[src/rtl/score_display_if.sv]
// Signal bundle between the game control logic and the score/display block.
// The master drives ticks and game events; the slave returns score and pin values.
interface score_display_if;
   logic        score_tick;
   logic        fast_tick;
   logic        dp_tick;
   logic        blink_tick;
   logic        start;
   logic        game_over;
   logic        fast_mode;
   logic [15:0] score_bcd;
   logic [15:0] hi_bcd;
   logic [3:0]  an;
   logic [6:0]  seg;
   logic        dp;

   modport master (
      output score_tick, fast_tick, dp_tick, blink_tick, start, game_over, fast_mode,
      input  score_bcd, hi_bcd, an, seg, dp
   );

   modport slave (
      input  score_tick, fast_tick, dp_tick, blink_tick, start, game_over, fast_mode,
      output score_bcd, hi_bcd, an, seg, dp
   );
endinterface

[src/rtl/score_display.sv]
// Dino game BCD score / high-score keeper and 4-digit multiplexed seven-segment driver.
// Shows hi in IDLE, the run score in RUN, and the run score blinking in OVER.
module score_display #(
   parameter bit SEG_ACTIVE_LOW = 1'b1
) (
   input  logic              clk,
   input  logic              rst,
   score_display_if.slave    sd_if
);

   typedef enum logic [1:0] {IDLE, RUN, OVER} state_e;

   localparam logic [6:0] SEG_OFF = SEG_ACTIVE_LOW ? 7'h7f : 7'h00;

   state_e      state_q, state_d;
   logic [15:0] score_q, score_d;
   logic [15:0] hi_q, hi_d;
   logic [1:0]  idx_q, idx_d;
   logic        visible_q, visible_d;
   logic [3:0]  an_q, an_d;
   logic [6:0]  seg_q, seg_d;

   logic        inc;
   logic [15:0] shown;
   logic [3:0]  digit;
   logic        blank;
   logic [6:0]  pat;

   // Ripple BCD increment that saturates at 9999.
   function automatic logic [15:0] bcd_inc(input logic [15:0] v);
      logic [15:0] r;
      logic        carry;
      r     = v;
      carry = 1'b1;
      if (v != 16'h9999) begin
         for (int i = 0; i < 4; i++) begin
            if (carry) begin
               if (r[4*i +: 4] == 4'd9) begin
                  r[4*i +: 4] = 4'd0;
               end else begin
                  r[4*i +: 4] = r[4*i +: 4] + 4'd1;
                  carry       = 1'b0;
               end
            end
         end
      end
      return r;
   endfunction

   function automatic logic [6:0] seg_lo(input logic [3:0] d);
      case (d)
         4'd0:    seg_lo = 7'b1000000;
         4'd1:    seg_lo = 7'b1111001;
         4'd2:    seg_lo = 7'b0100100;
         4'd3:    seg_lo = 7'b0110000;
         4'd4:    seg_lo = 7'b0011001;
         4'd5:    seg_lo = 7'b0010010;
         4'd6:    seg_lo = 7'b0000010;
         4'd7:    seg_lo = 7'b1111000;
         4'd8:    seg_lo = 7'b0000000;
         4'd9:    seg_lo = 7'b0010000;
         default: seg_lo = 7'b1111111;
      endcase
   endfunction

   // NOTE: every always_comb output gets a default first so no path leaves it unassigned (no latch).
   always_comb begin
      state_d   = state_q;
      score_d   = score_q;
      hi_d      = hi_q;
      visible_d = visible_q;
      idx_d     = idx_q + {1'b0, sd_if.dp_tick};
      inc       = sd_if.fast_mode ? sd_if.fast_tick : sd_if.score_tick;

      case (state_q)
         IDLE: begin
            if (sd_if.start) begin
               state_d = RUN;
               score_d = '0;
            end
         end
         RUN: begin
            // game_over beats both start and a same-cycle increment
            if (sd_if.game_over) begin
               state_d = OVER;
               if (score_q > hi_q) hi_d = score_q;
            end else if (inc) begin
               score_d = bcd_inc(score_q);
            end
         end
         OVER: begin
            if (sd_if.start) begin
               state_d = RUN;
               score_d = '0;
            end else if (sd_if.blink_tick) begin
               visible_d = ~visible_q;
            end
         end
         default: state_d = IDLE;
      endcase

      if (state_d != OVER || state_q != OVER) visible_d = 1'b1;
   end

   always_comb begin
      shown = (state_q == IDLE) ? hi_q : score_q;
      digit = shown[{idx_q, 2'b00} +: 4];
      blank = (idx_q != 2'd0) && ((shown >> {idx_q, 2'b00}) == 16'h0000);
      pat   = blank ? 7'b1111111 : seg_lo(digit);
      seg_d = SEG_ACTIVE_LOW ? pat : ~pat;
      an_d  = visible_q ? ~(4'b0001 << idx_q) : 4'b1111;
   end

   // NOTE: sequential state uses non-blocking assignments so every register samples pre-edge values.
   always_ff @(posedge clk) begin
      if (rst) begin
         state_q   <= IDLE;
         score_q   <= '0;
         hi_q      <= '0;
         idx_q     <= '0;
         visible_q <= 1'b1;
         an_q      <= 4'b1111;
         seg_q     <= SEG_OFF;
      end else begin
         state_q   <= state_d;
         score_q   <= score_d;
         hi_q      <= hi_d;
         idx_q     <= idx_d;
         visible_q <= visible_d;
         an_q      <= an_d;
         seg_q     <= seg_d;
      end
   end

   assign sd_if.score_bcd = score_q;
   assign sd_if.hi_bcd    = hi_q;
   assign sd_if.an        = an_q;
   assign sd_if.seg       = seg_q;
   assign sd_if.dp        = SEG_ACTIVE_LOW;

endmodule
[src/flat_wrapper.sv]
// flat-port wrapper written by rule: the top's interface ports become plain ports
module score_display_flat 
#(
   parameter bit SEG_ACTIVE_LOW = 1'b1
)
  (clk, rst, sd_if_score_tick, sd_if_fast_tick, sd_if_dp_tick, sd_if_blink_tick, sd_if_start, sd_if_game_over, sd_if_fast_mode, sd_if_score_bcd, sd_if_hi_bcd, sd_if_an, sd_if_seg, sd_if_dp);
  score_display_if sd_if_i ();
  input  logic clk;
  input  logic rst;
  input wire logic [$bits(sd_if_i.score_tick)-1:0] sd_if_score_tick;
  input wire logic [$bits(sd_if_i.fast_tick)-1:0] sd_if_fast_tick;
  input wire logic [$bits(sd_if_i.dp_tick)-1:0] sd_if_dp_tick;
  input wire logic [$bits(sd_if_i.blink_tick)-1:0] sd_if_blink_tick;
  input wire logic [$bits(sd_if_i.start)-1:0] sd_if_start;
  input wire logic [$bits(sd_if_i.game_over)-1:0] sd_if_game_over;
  input wire logic [$bits(sd_if_i.fast_mode)-1:0] sd_if_fast_mode;
  output wire logic [$bits(sd_if_i.score_bcd)-1:0] sd_if_score_bcd;
  output wire logic [$bits(sd_if_i.hi_bcd)-1:0] sd_if_hi_bcd;
  output wire logic [$bits(sd_if_i.an)-1:0] sd_if_an;
  output wire logic [$bits(sd_if_i.seg)-1:0] sd_if_seg;
  output wire logic [$bits(sd_if_i.dp)-1:0] sd_if_dp;
  assign sd_if_i.score_tick = sd_if_score_tick;
  assign sd_if_i.fast_tick = sd_if_fast_tick;
  assign sd_if_i.dp_tick = sd_if_dp_tick;
  assign sd_if_i.blink_tick = sd_if_blink_tick;
  assign sd_if_i.start = sd_if_start;
  assign sd_if_i.game_over = sd_if_game_over;
  assign sd_if_i.fast_mode = sd_if_fast_mode;
  assign sd_if_score_bcd = sd_if_i.score_bcd;
  assign sd_if_hi_bcd = sd_if_i.hi_bcd;
  assign sd_if_an = sd_if_i.an;
  assign sd_if_seg = sd_if_i.seg;
  assign sd_if_dp = sd_if_i.dp;
  score_display #(.SEG_ACTIVE_LOW(SEG_ACTIVE_LOW)) u_core (.clk(clk), .rst(rst), .sd_if(sd_if_i));
endmodule
[config.mk]
export PLATFORM = sky130hd
export DESIGN_NAME = score_display_flat
export DESIGN_NICKNAME = d
export VERILOG_FILES = /design/src/rtl/score_display_if.sv /design/src/rtl/score_display.sv /design/src/flat_wrapper.sv
export SDC_FILE = /design/constraint.sdc
export NUM_CORES = 1
export LEC_CHECK = 0
export BUFFER_PORTS_ARGS = -buffer_cell sky130_fd_sc_hd__buf_2
export CORE_MARGIN = 1.5
export CORE_UTILIZATION = 58
export CTS_BUF_LIST = sky130_fd_sc_hd__clkbuf_8
export CTS_CLUSTER_DIAMETER = 30
export DETAILED_ROUTE_END_ITERATION = 12
export PLACE_DENSITY = 0.9
export SETUP_SLACK_MARGIN = 0.3
export SLEW_MARGIN = 15
export SYNTH_ARGS = -nofsm -noshare
export SYNTH_HDL_FRONTEND = slang
export SYNTH_SLANG_ARGS = --single-unit
[constraint.sdc]
create_clock -name clk -period 3.6 [get_ports clk]
set_clock_uncertainty 0.15 [all_clocks]
set_input_delay 0.18 -clock clk [delete_from_list [all_inputs] [get_ports clk]]
set_output_delay 0.18 -clock clk [all_outputs]
set_load 0.02 [all_outputs]
==> summary.md <==
| Metric | Value |
|---|---|
| Post-synth cell types | 48 |
| PwrDens | 325 nW/µm² |
| Net Sw Frac | between 20% and 30% |
| CTS sink cnt | 48 |
| Req. time, crit path | 3.60 ns |
| CTS tree | done |
| Fin util | just under 70% |
| Placer Congestion | 0.853 |
| PortBufs | slightly above 50 |
| Seq cells post-synth | 48 |
| Flop pwr share | 51.5% |
| Seq/Total Area, Yosys | a little under a third |
| Primary FF master, synth | dfxtp_1 |
| H-tree depth | 2 |
| Vias in the first global route | around 2400 |
| Chip Height | ~76 µm |
| Synthesized Nets | between 300 and 400 |
| CP arrival | approximately 3.0 ns |
| Setup-failing EPs final | 0 |
| Post-route minimum period | approximately 3.0 ns |
| Final hold viol count | 0 |
| Yosys warns | 0 |
| Final ANT Viol Nets | 0 |
| Initial core utilization | approximately 60% |
| Final period util | a little over four fifths |
| Final HPWL DP | about 5000 µm |
| Synth-to-Final Area Change | 13.2% |
| I/O pin cnt | 53 |
| Die W | between 70 and 80 µm |
| Footprint of the multi-input gates | slightly below 2000 µm² |
| Max Fclk | 0.331 GHz |
| Clock insertion delay at the later pin of the skew report | roughly 0.3 ns |
| EDFF count, synth | 0 |
| Comb pwr share | between 10% and 20% |
| Worst min path class | in2reg |
| Cells after Synth | ~340 |
| Gr usage total | around 25% |
| Root buf cell | clkbuf_8 |
| DRC viols | 0 |
| Clock power frac | roughly 29% |
| WS Path Type | reg2reg |
| Most common cell after layout, fill and taps aside | buf_2 |
| CTS Buf Count | 5 |
| Lkg Pwr | between 0.001 and 0.0015 µW |
| Share of layout cells above drive strength 1 | about a fifth |
| Iteration-0 DRC Markers | between 150 and 200 |
| Slew headroom | just under 50% |
| Post-Syn Area | approximately 3100 µm² |
| Hold path start | sd_if_game_over |
| Clock transition at path regs | 0.09 ns |
| Slew Viols, Final | 0 |
| Site Rows | 26 |
| Post-Place Cell Area | around 3400 µm² |
| Worst setup path start | u_core.state_q[1] |
| Fin area | ~3500 µm² |
| CTS Buffer Depth | 2 |
| Unrepaired setup endpoints after global routing | false |
| Overall Power | ~1100 µW |
| VDD IR max | around 0.23 mV |
| Drt pass-1 iters | 4 |
| Die area | between 5000 and 6000 µm² |
| Initial antenna violation count | 0 |
| Post-Route Setup TNS | 0 ns |
| Crit path launch type | flop |
| Largest net degree at the start of global routing | 57 |
| Vias | between 2000 and 3000 |
| Mapped Avg Cell Area | about 9 µm² |
| Net Switching | 330 µW |
| Final WL | about 6800 µm |
| Core ar. | just over 5000 µm² |
| Worst-path fanout max | 18 |
| Register area | a little under 1000 µm² |
| FF-to-FF Start | u_core.state_q[1] |
| Crit end category | flop |
| Layout Nets | roughly 430 |
| Worst-Margin Slew | between 0.7 and 0.8 ns |
| Status | finished, final reports clean |
| Max cap viols | 0 |
| Routed len/inst | 14.9 µm |
| P_int | about 800 µW |
| Diodes inserted | 0 |
| GR Overflow Total | 0 |
| Post-Place Cells | around 450 |
| Most frequent cells in the layout | buf_2 (51), dfxtp_1 (48), nand2b_1 (36) |
| First-pass GRT wire length | ~11000 µm |
| Via density | roughly 5.8 |
| Non-Filler Instances | 459 |
| Filler cell count in the final layout | ~410 |
| Ys async rst share | 0% |
## worst max-delay path, stage by stage (launching register included)
cell	delay, ns
dfxtp_1	0.41
nor2_4	0.46
mux4_2	0.57
mux2i_1	0.42
inv_1	0.15
ha_1	0.24
mux2_1	0.28
o21ai_1	0.12
nand3b_1	0.08
## Yosys cell counts, types with 6 or more instances
library cell	instances	area, µm²
a21oi_1	19	95.1
clkbuf_1	11	41.3
dfxtp_1	48	961
ha_1	29	363
inv_1	26	97.6
mux2i_1	27	270
mux4_2	7	158
nand2_1	12	45.0
nand2b_1	36	225
nand3_1	8	40.0
nand3b_1	11	82.6
nor2_1	19	71.3
nor3_1	6	30.0
o21ai_0	9	45.0
## flip-flops by register name, indices dropped and copies added, names as in the netlist
register,cells
u_core.sd_if.seg,7
u_core.visible_q,1
u_core.sd_if.score_bcd,16
u_core.idx_q,2
u_core.sd_if.hi_bcd,16
u_core.state_q,2
u_core.sd_if.an,4
## worst paths after layout
check / to / slack, ns / depth (start not counted)
worst min-delay path: u_core.state_q[1] / 0.02 / 3
worst max register to register: u_core.sd_if.seg[6] / 0.58 / 8
worst min register to register: u_core.sd_if.an[3] / 0.31 / 1
worst max-delay path: u_core.sd_if.seg[6] / 0.58 / 8
## cell type report
type	count	area share [%]
Sequential cell	48	27.6
Multi-Input combinational cell	252	56.1
Inverter	26	2.80
Clock inverter	2	0.288
Timing Repair Buffer	55	8.34
Tap cell	70	2.52
Clock buffer	6	2.37
## per-layer routing
| metal | track usage, % | share of wire, % | vias to the layer above |
|---|---|---|---|
| li1 | - | - | 1300 |
| met1 | 32.7 | 43 | 1257 |
| met2 | 39.7 | 47 | 97 |
| met3 | 4.76 | 6.7 | 20 |
| met4 | 12.3 | 3.4 | 0 |
| met5 | 0 | 0 | - |
## per-stage QoR
step	setup slack, ns	hold slack [ns]
final	0.577	0.0184
after global routing	0.383	0.0371
after CTS	0.608	0.00573
after detailed placement	0.641	0.282
after global placement	0.796	0.265
after floorplan	1.01	0.129
## cell families after synthesis
group                      Yosys count  share of synthesized area (%)
AOI/OAI and AO/OA                   54                           11.1
xor gates and xnor gates             7                           1.99
adders and majority gates           29                           11.8
buffers and inverters               41                           5.25
DFF                                 48                           31.3
muxes                               37                           15.0
other                                1                          0.122
and+or+nand+nor                    124                           23.4
## power by group through the flow
stage / registers, µW / clock network [µW] / logic, µW
after floorplan: 605 / 0 / 149
after global placement: 593 / 0 / 207
after detailed placement: 595 / 0 / 213
after CTS: 582 / 339 / 216
after global routing: 588 / 362 / 240
final: 583 / 332 / 217
## repair_timing
action / CTS / global route
gates resized for setup: 0 / 0
endpoints found under the hold margin: 1 / 0
hold buffers: 2 / 0
setup buffers: 0 / 0
Power figures use the tool's default switching activity.
